===== src/rtl/ir_hit_decoder.sv =====
// IR hit-sensor front end: synchronises the receiver output, measures mark/space
// widths in ticks, decodes a start+ID pulse-width frame and latches foreign hits.
module ir_hit_decoder #(
  parameter int unsigned CLK_DIV   = 400,
  parameter int unsigned ID_BITS   = 4,
  parameter int unsigned OWN_ID    = 0,
  parameter int unsigned START_MIN = 200,
  parameter int unsigned START_MAX = 280,
  parameter int unsigned ZERO_MIN  = 40,
  parameter int unsigned ZERO_MAX  = 80,
  parameter int unsigned ONE_MIN   = 100,
  parameter int unsigned ONE_MAX   = 140,
  parameter int unsigned SPACE_MIN = 40,
  parameter int unsigned SPACE_MAX = 80
) (
  input  logic               PCLK,
  input  logic               PRESERN,
  input  logic               ir_rx_n,
  input  logic               hit_clr,
  output logic               hit_data,
  output logic [ID_BITS-1:0] hit_id,
  output logic               hit_overrun,
  output logic [7:0]         err_cnt,
  output logic               busy
);

  localparam int PW = (CLK_DIV > 1) ? $clog2(CLK_DIV) : 1;
  localparam int BW = $clog2(ID_BITS + 1);

  localparam logic [8:0] START_LO = 9'(START_MIN);
  localparam logic [8:0] START_HI = 9'(START_MAX);
  localparam logic [8:0] ZERO_LO  = 9'(ZERO_MIN);
  localparam logic [8:0] ZERO_HI  = 9'(ZERO_MAX);
  localparam logic [8:0] ONE_LO   = 9'(ONE_MIN);
  localparam logic [8:0] ONE_HI   = 9'(ONE_MAX);
  localparam logic [8:0] SPACE_LO = 9'(SPACE_MIN);
  localparam logic [8:0] SPACE_HI = 9'(SPACE_MAX);

  typedef enum logic [2:0] {
    S_IDLE, S_START, S_SPACE, S_BIT, S_DONE, S_ERR_WAIT
  } state_t;

  function automatic logic in_win(input logic [8:0] w, input logic [8:0] lo,
                                  input logic [8:0] hi);
    return (w >= lo) && (w <= hi);
  endfunction

  logic ir_meta_q, ir_s_q, ir_s_d_q;
  logic fall, rise, edge_det;

  always_ff @(posedge PCLK or negedge PRESERN) begin
    if (!PRESERN) begin
      ir_meta_q <= 1'b1;
      ir_s_q    <= 1'b1;
      ir_s_d_q  <= 1'b1;
    end else begin
      ir_meta_q <= ir_rx_n;
      ir_s_q    <= ir_meta_q;
      ir_s_d_q  <= ir_s_q;
    end
  end

  assign fall     = ir_s_d_q & ~ir_s_q;
  assign rise     = ~ir_s_d_q & ir_s_q;
  assign edge_det = fall | rise;

  logic [PW-1:0] presc_q;
  logic [8:0]    width_q, width_now;
  logic          tick;

  assign tick = (presc_q == PW'(CLK_DIV - 1));
  // Include the tick of the edge cycle itself so D cycles read as floor(D/CLK_DIV).
  assign width_now = (tick && (width_q != 9'd511)) ? width_q + 9'd1 : width_q;

  always_ff @(posedge PCLK or negedge PRESERN) begin
    if (!PRESERN) begin
      presc_q <= '0;
      width_q <= '0;
    end else if (edge_det) begin
      presc_q <= '0;
      width_q <= '0;
    end else begin
      presc_q <= tick ? '0 : presc_q + PW'(1);
      width_q <= width_now;
    end
  end

  state_t             state_q, state_d;
  logic [BW-1:0]      bit_cnt_q, bit_cnt_d;
  logic [ID_BITS-1:0] sr_q, sr_d;

  always_comb begin
    state_d   = state_q;
    bit_cnt_d = bit_cnt_q;
    sr_d      = sr_q;
    case (state_q)
      S_IDLE: if (fall) begin
        state_d   = S_START;
        bit_cnt_d = '0;
        sr_d      = '0;
      end
      S_START: begin
        if (rise) state_d = in_win(width_now, START_LO, START_HI) ? S_SPACE : S_ERR_WAIT;
        else if (width_now > START_HI) state_d = S_ERR_WAIT;
      end
      S_SPACE: begin
        if (fall) state_d = in_win(width_now, SPACE_LO, SPACE_HI) ? S_BIT : S_ERR_WAIT;
        else if (width_now > SPACE_HI) state_d = S_ERR_WAIT;
      end
      S_BIT: begin
        if (rise) begin
          if (in_win(width_now, ZERO_LO, ZERO_HI) || in_win(width_now, ONE_LO, ONE_HI)) begin
            sr_d      = {in_win(width_now, ONE_LO, ONE_HI), sr_q[ID_BITS-1:1]};
            bit_cnt_d = bit_cnt_q + BW'(1);
            state_d   = (bit_cnt_q == BW'(ID_BITS - 1)) ? S_DONE : S_SPACE;
          end else begin
            state_d = S_ERR_WAIT;
          end
        end else if (width_now > ONE_HI) begin
          state_d = S_ERR_WAIT;
        end
      end
      S_DONE: state_d = S_IDLE;
      // A mark-end cycle still carries the mark width, so it never counts as idle time.
      S_ERR_WAIT: if (ir_s_q && !edge_det && (width_now > SPACE_HI)) state_d = S_IDLE;
      default: state_d = S_IDLE;
    endcase
  end

  always_ff @(posedge PCLK or negedge PRESERN) begin
    if (!PRESERN) begin
      state_q   <= S_IDLE;
      bit_cnt_q <= '0;
      sr_q      <= '0;
    end else begin
      state_q   <= state_d;
      bit_cnt_q <= bit_cnt_d;
      sr_q      <= sr_d;
    end
  end

  logic               hit_data_q, hit_ovr_q, busy_q;
  logic [ID_BITS-1:0] hit_id_q;
  logic [7:0]         err_cnt_q;
  logic               accept, err_inc;

  assign accept  = (state_q == S_DONE) && (sr_q != ID_BITS'(OWN_ID));
  assign err_inc = (state_d == S_ERR_WAIT) && (state_q != S_ERR_WAIT);

  always_ff @(posedge PCLK or negedge PRESERN) begin
    if (!PRESERN) begin
      hit_data_q <= 1'b0;
      hit_ovr_q  <= 1'b0;
      hit_id_q   <= '0;
      err_cnt_q  <= '0;
      busy_q     <= 1'b0;
    end else begin
      if (accept) begin
        hit_data_q <= 1'b1;
        hit_id_q   <= sr_q;
        hit_ovr_q  <= hit_clr ? 1'b0 : (hit_ovr_q | hit_data_q);
      end else if (hit_clr) begin
        hit_data_q <= 1'b0;
        hit_ovr_q  <= 1'b0;
      end
      if (err_inc && (err_cnt_q != 8'hFF)) err_cnt_q <= err_cnt_q + 8'd1;
      busy_q <= (state_d != S_IDLE);
    end
  end

  assign hit_data    = hit_data_q;
  assign hit_id      = hit_id_q;
  assign hit_overrun = hit_ovr_q;
  assign err_cnt     = err_cnt_q;
  assign busy        = busy_q;

endmodule


===== config.mk =====
export PLATFORM = sky130hd
export DESIGN_NAME = ir_hit_decoder
export DESIGN_NICKNAME = d
export VERILOG_FILES = /design/src/rtl/ir_hit_decoder.sv
export SDC_FILE = /design/constraint.sdc
export NUM_CORES = 1
export LEC_CHECK = 0
export ABC_AREA = 0
export BUFFER_PORTS_ARGS = -buffer_cell sky130_fd_sc_hd__buf_2
export CORE_ASPECT_RATIO = 1.1
export CORE_MARGIN = 10
export CORE_UTILIZATION = 55
export DETAILED_ROUTE_END_ITERATION = 8
export GPL_TIMING_DRIVEN = 0
export PLACE_DENSITY = 0.85
export REMOVE_ABC_BUFFERS = 1
export SKIP_LAST_GASP = 1
export SYNTH_ARGS = -nofsm -noshare
export SYNTH_HDL_FRONTEND = slang
export SYNTH_SLANG_ARGS = --single-unit

===== constraint.sdc =====
create_clock -name PCLK -period 4.94 [get_ports PCLK]
set_input_delay 0.988 -clock PCLK [delete_from_list [all_inputs] [get_ports PCLK]]
set_output_delay 0.988 -clock PCLK [all_outputs]
set_load 0.02 [all_outputs]

* Yosys cells after proc, flatten, opt, wreduce, memory -nomap -nowiden
Index checks and enable logic that the tools add are counted.
Word-level totals: bits in registers 46, output and inout port bits 15, logic and storage cells 92
Operators by class: multiplexer cells 29, reductions and logical operators 17, eq/ne operators 14, add/subtract/negate cells 4, bitwise gates (word level) 6, order comparisons 9
Operators with widths (count):
- $mux W3 | 15
- $mux W9 | 4
- $add A9 B1 Y9 const B | 2
- $pmux W3 S5 | 1
- $mux W4 | 3
- $eq A3 B2 Y1 const B | 3
- $eq A3 B3 Y1 const B | 3
- $eq A9 B9 Y1 const B | 1
- $ge A9 B6 Y1 const B | 1
- $ge A9 B7 Y1 const B | 1
- $ge A9 B8 Y1 const B | 1
- $gt A9 B7 Y1 const B | 1
- $gt A9 B8 Y1 const B | 1
- $gt A9 B9 Y1 const B | 1
- $le A9 B7 Y1 const B | 1
- $le A9 B8 Y1 const B | 1
- $le A9 B9 Y1 const B | 1
- $logic_and A1 B1 Y1 | 9
- $ne A9 B9 Y1 const B | 1
- $add A8 B1 Y8 const B | 1
- $ne A8 B8 Y1 const B | 1
- $pmux W4 S2 | 1
- $ne A2 B2 Y1 const B | 3
- $pmux W3 S2 | 1
- 14 further kinds | 21

* Longest topological paths before layout
depth in word-level cells 12, depth in mapped cells 17, mapped depth without buffers 15

* Worst setup path after synthesis
No wires, ideal clock.
path kind flip-flop to flip-flop, from reg width_q[1], to reg err_cnt_q[4] (netlist: err_cnt[4]), cell stages (with the launch flop) 16, arrival time 3.445 ns, period minus slack after synthesis 3.577 ns, slack 1.363 ns, buffers on the path 1, data required time 4.808 ns, path through dfrtp_1 -> ha_1 -> nand3_1 -> nor2_1 -> ha_1 -> nor3_4 -> mux2_2 -> or4_4 -> a31oi_2 -> a211oi_1 -> o21ai_1 -> o2111a_1 -> and4bb_1 -> buf_6 -> and4_4 -> xor2_1
Between the ends: word-level cells in the longest chain between the ends 12, elaborated cells on any way between the ends 32
Ends and longest elaborated chain:
- from (decl) | RTL line 68 | logic [8:0] width_q, width_now;
- from (signal assigned) | RTL line 84 | width_q <= width_now;
- parallel branches: the longest is 2 deep, another holds $add A9 B1 Y9
- $mux W9 * | RTL line 73 | assign width_now = (tick && (width_q != 9'd511)) ? width_q + 9'd1 : width_q;
- $ge A9 B6 Y1, or another cell as far along | RTL line 45 | return (w >= lo) && (w <= hi);
- $logic_and A1 B1 Y1 | RTL line 45
- $logic_or A1 B1 Y1 | RTL line 112 | if (in_win(width_now, ZERO_LO, ZERO_HI) || in_win(width_now, ONE_LO, ONE_HI)) begin
- $mux W3 | RTL line 112
- $mux W3 | RTL line 111 | if (rise) begin
- $pmux W3 S5 * | RTL line 96 | case (state_q)
- $eq A3 B3 Y1 * | RTL line 148 | assign err_inc = (state_d == S_ERR_WAIT) && (state_q != S_ERR_WAIT);
- $logic_and A1 B1 Y1 * | RTL line 148
- $logic_and A1 B1 Y1 * | RTL line 166 | if (err_inc && (err_cnt_q != 8'hFF)) err_cnt_q <= err_cnt_q + 8'd1;
- to (signal assigned) | RTL line 166
- to (decl) | RTL line 144 | logic [7:0] err_cnt_q;
Every way passes the cells marked *. A chain may end at the register's enable or synchronous reset.

* Worst setup path after layout
from reg width_q[0], to reg err_cnt_q[4] (netlist: err_cnt[4])
Between the ends: word-level cells in the longest chain between the ends 12, elaborated cells on any way between the ends 32
Ends and longest elaborated chain:
- parallel branches: the longest is 2 deep, another holds $add A9 B1 Y9
- $mux W9 * | RTL line 73
- $ge A9 B6 Y1, or another cell as far along | RTL line 45
- $logic_and A1 B1 Y1 | RTL line 45
- $logic_or A1 B1 Y1 | RTL line 112
- $mux W3 | RTL line 112
- $mux W3 | RTL line 111
- $pmux W3 S5 * | RTL line 96
- via state_d[0] | RTL line 88 | state_t state_q, state_d;
- $eq A3 B3 Y1 * | RTL line 148
- $logic_and A1 B1 Y1 * | RTL line 148
- $logic_and A1 B1 Y1 * | RTL line 166
Mark *: on every way through the listed nets, which the timed path passes.

==> results_dict.tcl <==
set metrics [dict create \
    synthesis.area_per_instance_um2 9.89 \
    postLayoutCoreUtil 0.610 \
    h_tree_lvls 2 \
    internal-power_uw 595 \
    fmax_mhz 245 \
    postSynth.topFlopCell "dfrtp_1" \
    numClockSinks 46 \
    layout_worst_path_cycle_share 0.827 \
    ctsRootBufferMaster "clkbuf_8" \
    ys_warn_count 0 \
    cts-buffers-inserted 5 \
    final_net_count 295 \
    switching_power_uw 296 \
    post_drt_via_cell_ratio 5.89 \
    routed-via-count 1997 \
    route.detailed.drc 0 \
    synth_edf_count 0 \
    part_of_the_power_in_combinational_logic 0.223 \
    detailedPlacementHpwl_um 3570 \
    cp_data_arrival_time_ns 4.29 \
    worst_hold_path_type "reg2reg" \
    io_buffers 18 \
    max_slew.worst_pin.slew_ns 0.996 \
    pwr_density_cell_nw_per_um2 314 \
    overflow_left_after_global_routing 0 \
    worstSetupPathType "reg2reg" \
    drt-pass1-iter-count 4 \
    postRouteAntennaNets 0 \
    floorplan.rows 26 \
    min_period_ns 4.09 \
    clock_power_share 0.256 \
    drv_slew 0 \
    critical_path.max_fanout 9 \
    rsz0062_at_grt "false" \
    coreArea_um2 4650 \
    number_of_antenna_violations_at_the_first_check_in_global_routing 0 \
    clk_latency_ns 0.31 \
    floorplan.die.width_um 86.2 \
    clk_transition_reported_paths_ns 0.09 \
    synth.ff_latch_count 46 \
    cts.repair.resized 0 \
    final_setup_violations 0 \
    grt_start_max_net_pins 47 \
    finalWeightedCongestion 0.907 \
    wire_per_inst_um 14.8 \
    cts_buffer_depth 2 \
    power.share.sequential 0.521 \
    die_h_um 92.8 \
    grt_usage 0.132 \
    endpoint_kind "register" \
    syn-cell-area_um2 2650 \
    start_util 0.570 \
    maxSlewHeadroom 0.336 \
    setup_total_negative_slack_ns 0 \
    post_route_cells_drive_above_1_share 0.155 \
    detailed_router_s_first_iteration_violation_count 129 \
    outcome "complete, no violations" \
    post-cts-setup-buffer-count 0 \
    timing.clock.skew_ns 0.0111 \
    synth-async-reset-ratio 1.00 \
    area_growth_pct 7.03 \
    ys_seq_area_frac 0.436 \
    boundaryPins 19 \
    die_outline_area_um2 8000 \
    syn_inst 268 \
    routed_wl_um 5010 \
    cts_hold_repair.buffers 0 \
    crit_path_start_kind "register" \
    synth_cell_types 58 \
    power.static_leakage_uw 0.00135 \
    sw_frac_of_total 0.332 \
    tritoncts_clock_tree "yes" \
    first_global_vias 2034 \
    grt_pass1_wl_um 8950 \
    report.final.hold_viol_count 0 \
    power.ir.vdd_worst_mv 0.223 \
    timing.critical_path.required_ns 5.14 \
    antenna_cells_inserted 0 \
    maxCapViolCount 0 \
]
==> cell usage in the layout (no fill, tap or decap), drive strengths merged, types with 3 or more instances in the layout <==
cell type,instances
dfrtp,43
nand2,34
buf,18
nor2,17
xnor2,14
nand3,10
a21oi,10
o21ai,10
xor2,9
nor2b,9
ha,9
inv,8
and3,8
nor3,7
clkbuf,7
nor4,7
and2,6
nand4,5
nand2b,4
a31oi,4
mux2,4
nor3b,3
a211oi,3
o31ai,3
dfstp,3
==> critical path: stages (launching register included) <==
cell	delay, ns
dfrtp_1	0.52
ha_1	0.28
nand3_1	0.09
nor2_1	0.11
ha_1	0.25
nand2b_1	0.25
nor4_2	0.07
xnor2_1	0.60
nand2_1	0.14
nor4_2	0.42
a21oi_1	0.21
a21boi_1	0.22
o211ai_2	0.13
and4bb_1	0.32
and4_4	0.24
xor2_1	0.13
==> final cells by class <==
class	instances	area [µm²]
sequential	46	1150
inverter	8	30.0
clock buffer	7	76.3
tap	56	70.1
fill	397	1820
multi-input combinational	203	1410
clock inverter	1	7.51
timing repair buffer	18	90.1
==> synthesized netlist by cell type (all sizes together), types with 5 or more instances <==
| library cell | n | area share |
|---|---|---|
| o21ai | 10 | 0.019 |
| nor4 | 7 | 0.035 |
| dfrtp | 43 | 0.41 |
| nand3 | 10 | 0.019 |
| a21oi | 10 | 0.019 |
| nand4 | 5 | 0.012 |
| nor2b | 9 | 0.021 |
| inv | 8 | 0.011 |
| clkbuf | 9 | 0.013 |
| nor2 | 17 | 0.024 |
| nand2 | 34 | 0.048 |
| xor2 | 9 | 0.030 |
| and3 | 8 | 0.019 |
| nor3 | 7 | 0.017 |
| ha | 9 | 0.042 |
| xnor2 | 14 | 0.049 |
| and2 | 6 | 0.014 |
==> power groups by stage <==
stage	registers [µW]	logic (µW)	clock network, µW
after detailed placement	469	201	0
final	464	199	228
after global placement	466	194	0
after floorplan	484	117	0
after global routing	471	222	244
after CTS	462	201	232
==> final timing paths <==
check,depth (start not counted),start,slack (ns),to
max,15,width_q[0],0.85,err_cnt[4]
max reg2reg,15,width_q[0],0.85,err_cnt[4]
min reg2reg,0,ir_meta_q,0.36,ir_s_q
min in group asynchronous,1,PRESERN,0.85,width_q[1]
max in group asynchronous,1,PRESERN,3.48,width_q[3]
min,0,ir_meta_q,0.36,ir_s_q
==> routing by layer <==
| layer | up-vias | GRT usage | wire length (µm) |
|---|---|---|---|
| li1 | 972 | - | - |
| met1 | 970 | 0.157 | 2250 |
| met2 | 48 | 0.220 | 2470 |
| met3 | 7 | 0.0298 | 216 |
| met4 | 0 | 0.0608 | 74 |
| met5 | - | 0 | 0 |
==> kinds of logic after synthesis <==
group | count (synthesis) | synth area share
simple gates | 122 | 0.273
flops | 46 | 0.436
compound gates | 43 | 0.110
xor+xnor | 23 | 0.0789
buf+inv | 19 | 0.0330
fa+ha+maj | 9 | 0.0425
mux | 6 | 0.0260
==> sequential cells by signal, indices dropped and copies added (netlist names), 3 cells and up <==
| register | flops |
|---|---|
| presc_q | 9 |
| width_q | 9 |
| err_cnt | 8 |
| hit_id | 4 |
| sr_q | 4 |
| bit_cnt_q | 3 |
| state_q | 3 |
==> metrics by stage <==
step	area (µm²)	total power, µW	hold WS (ns)	std cells	worst slack (ns)
2_1_floorplan	2590	601	0.345	257	1.35
4_1_cts	2840	895	0.360	339	0.864
3_3_place_gp	2750	660	0.347	331	1.00
5_1_grt	2840	937	0.365	339	0.429
3_5_place_dp	2750	670	0.347	331	0.895
6_report	2840	890	0.358	339	0.854
Power figures use the tool's default switching activity.
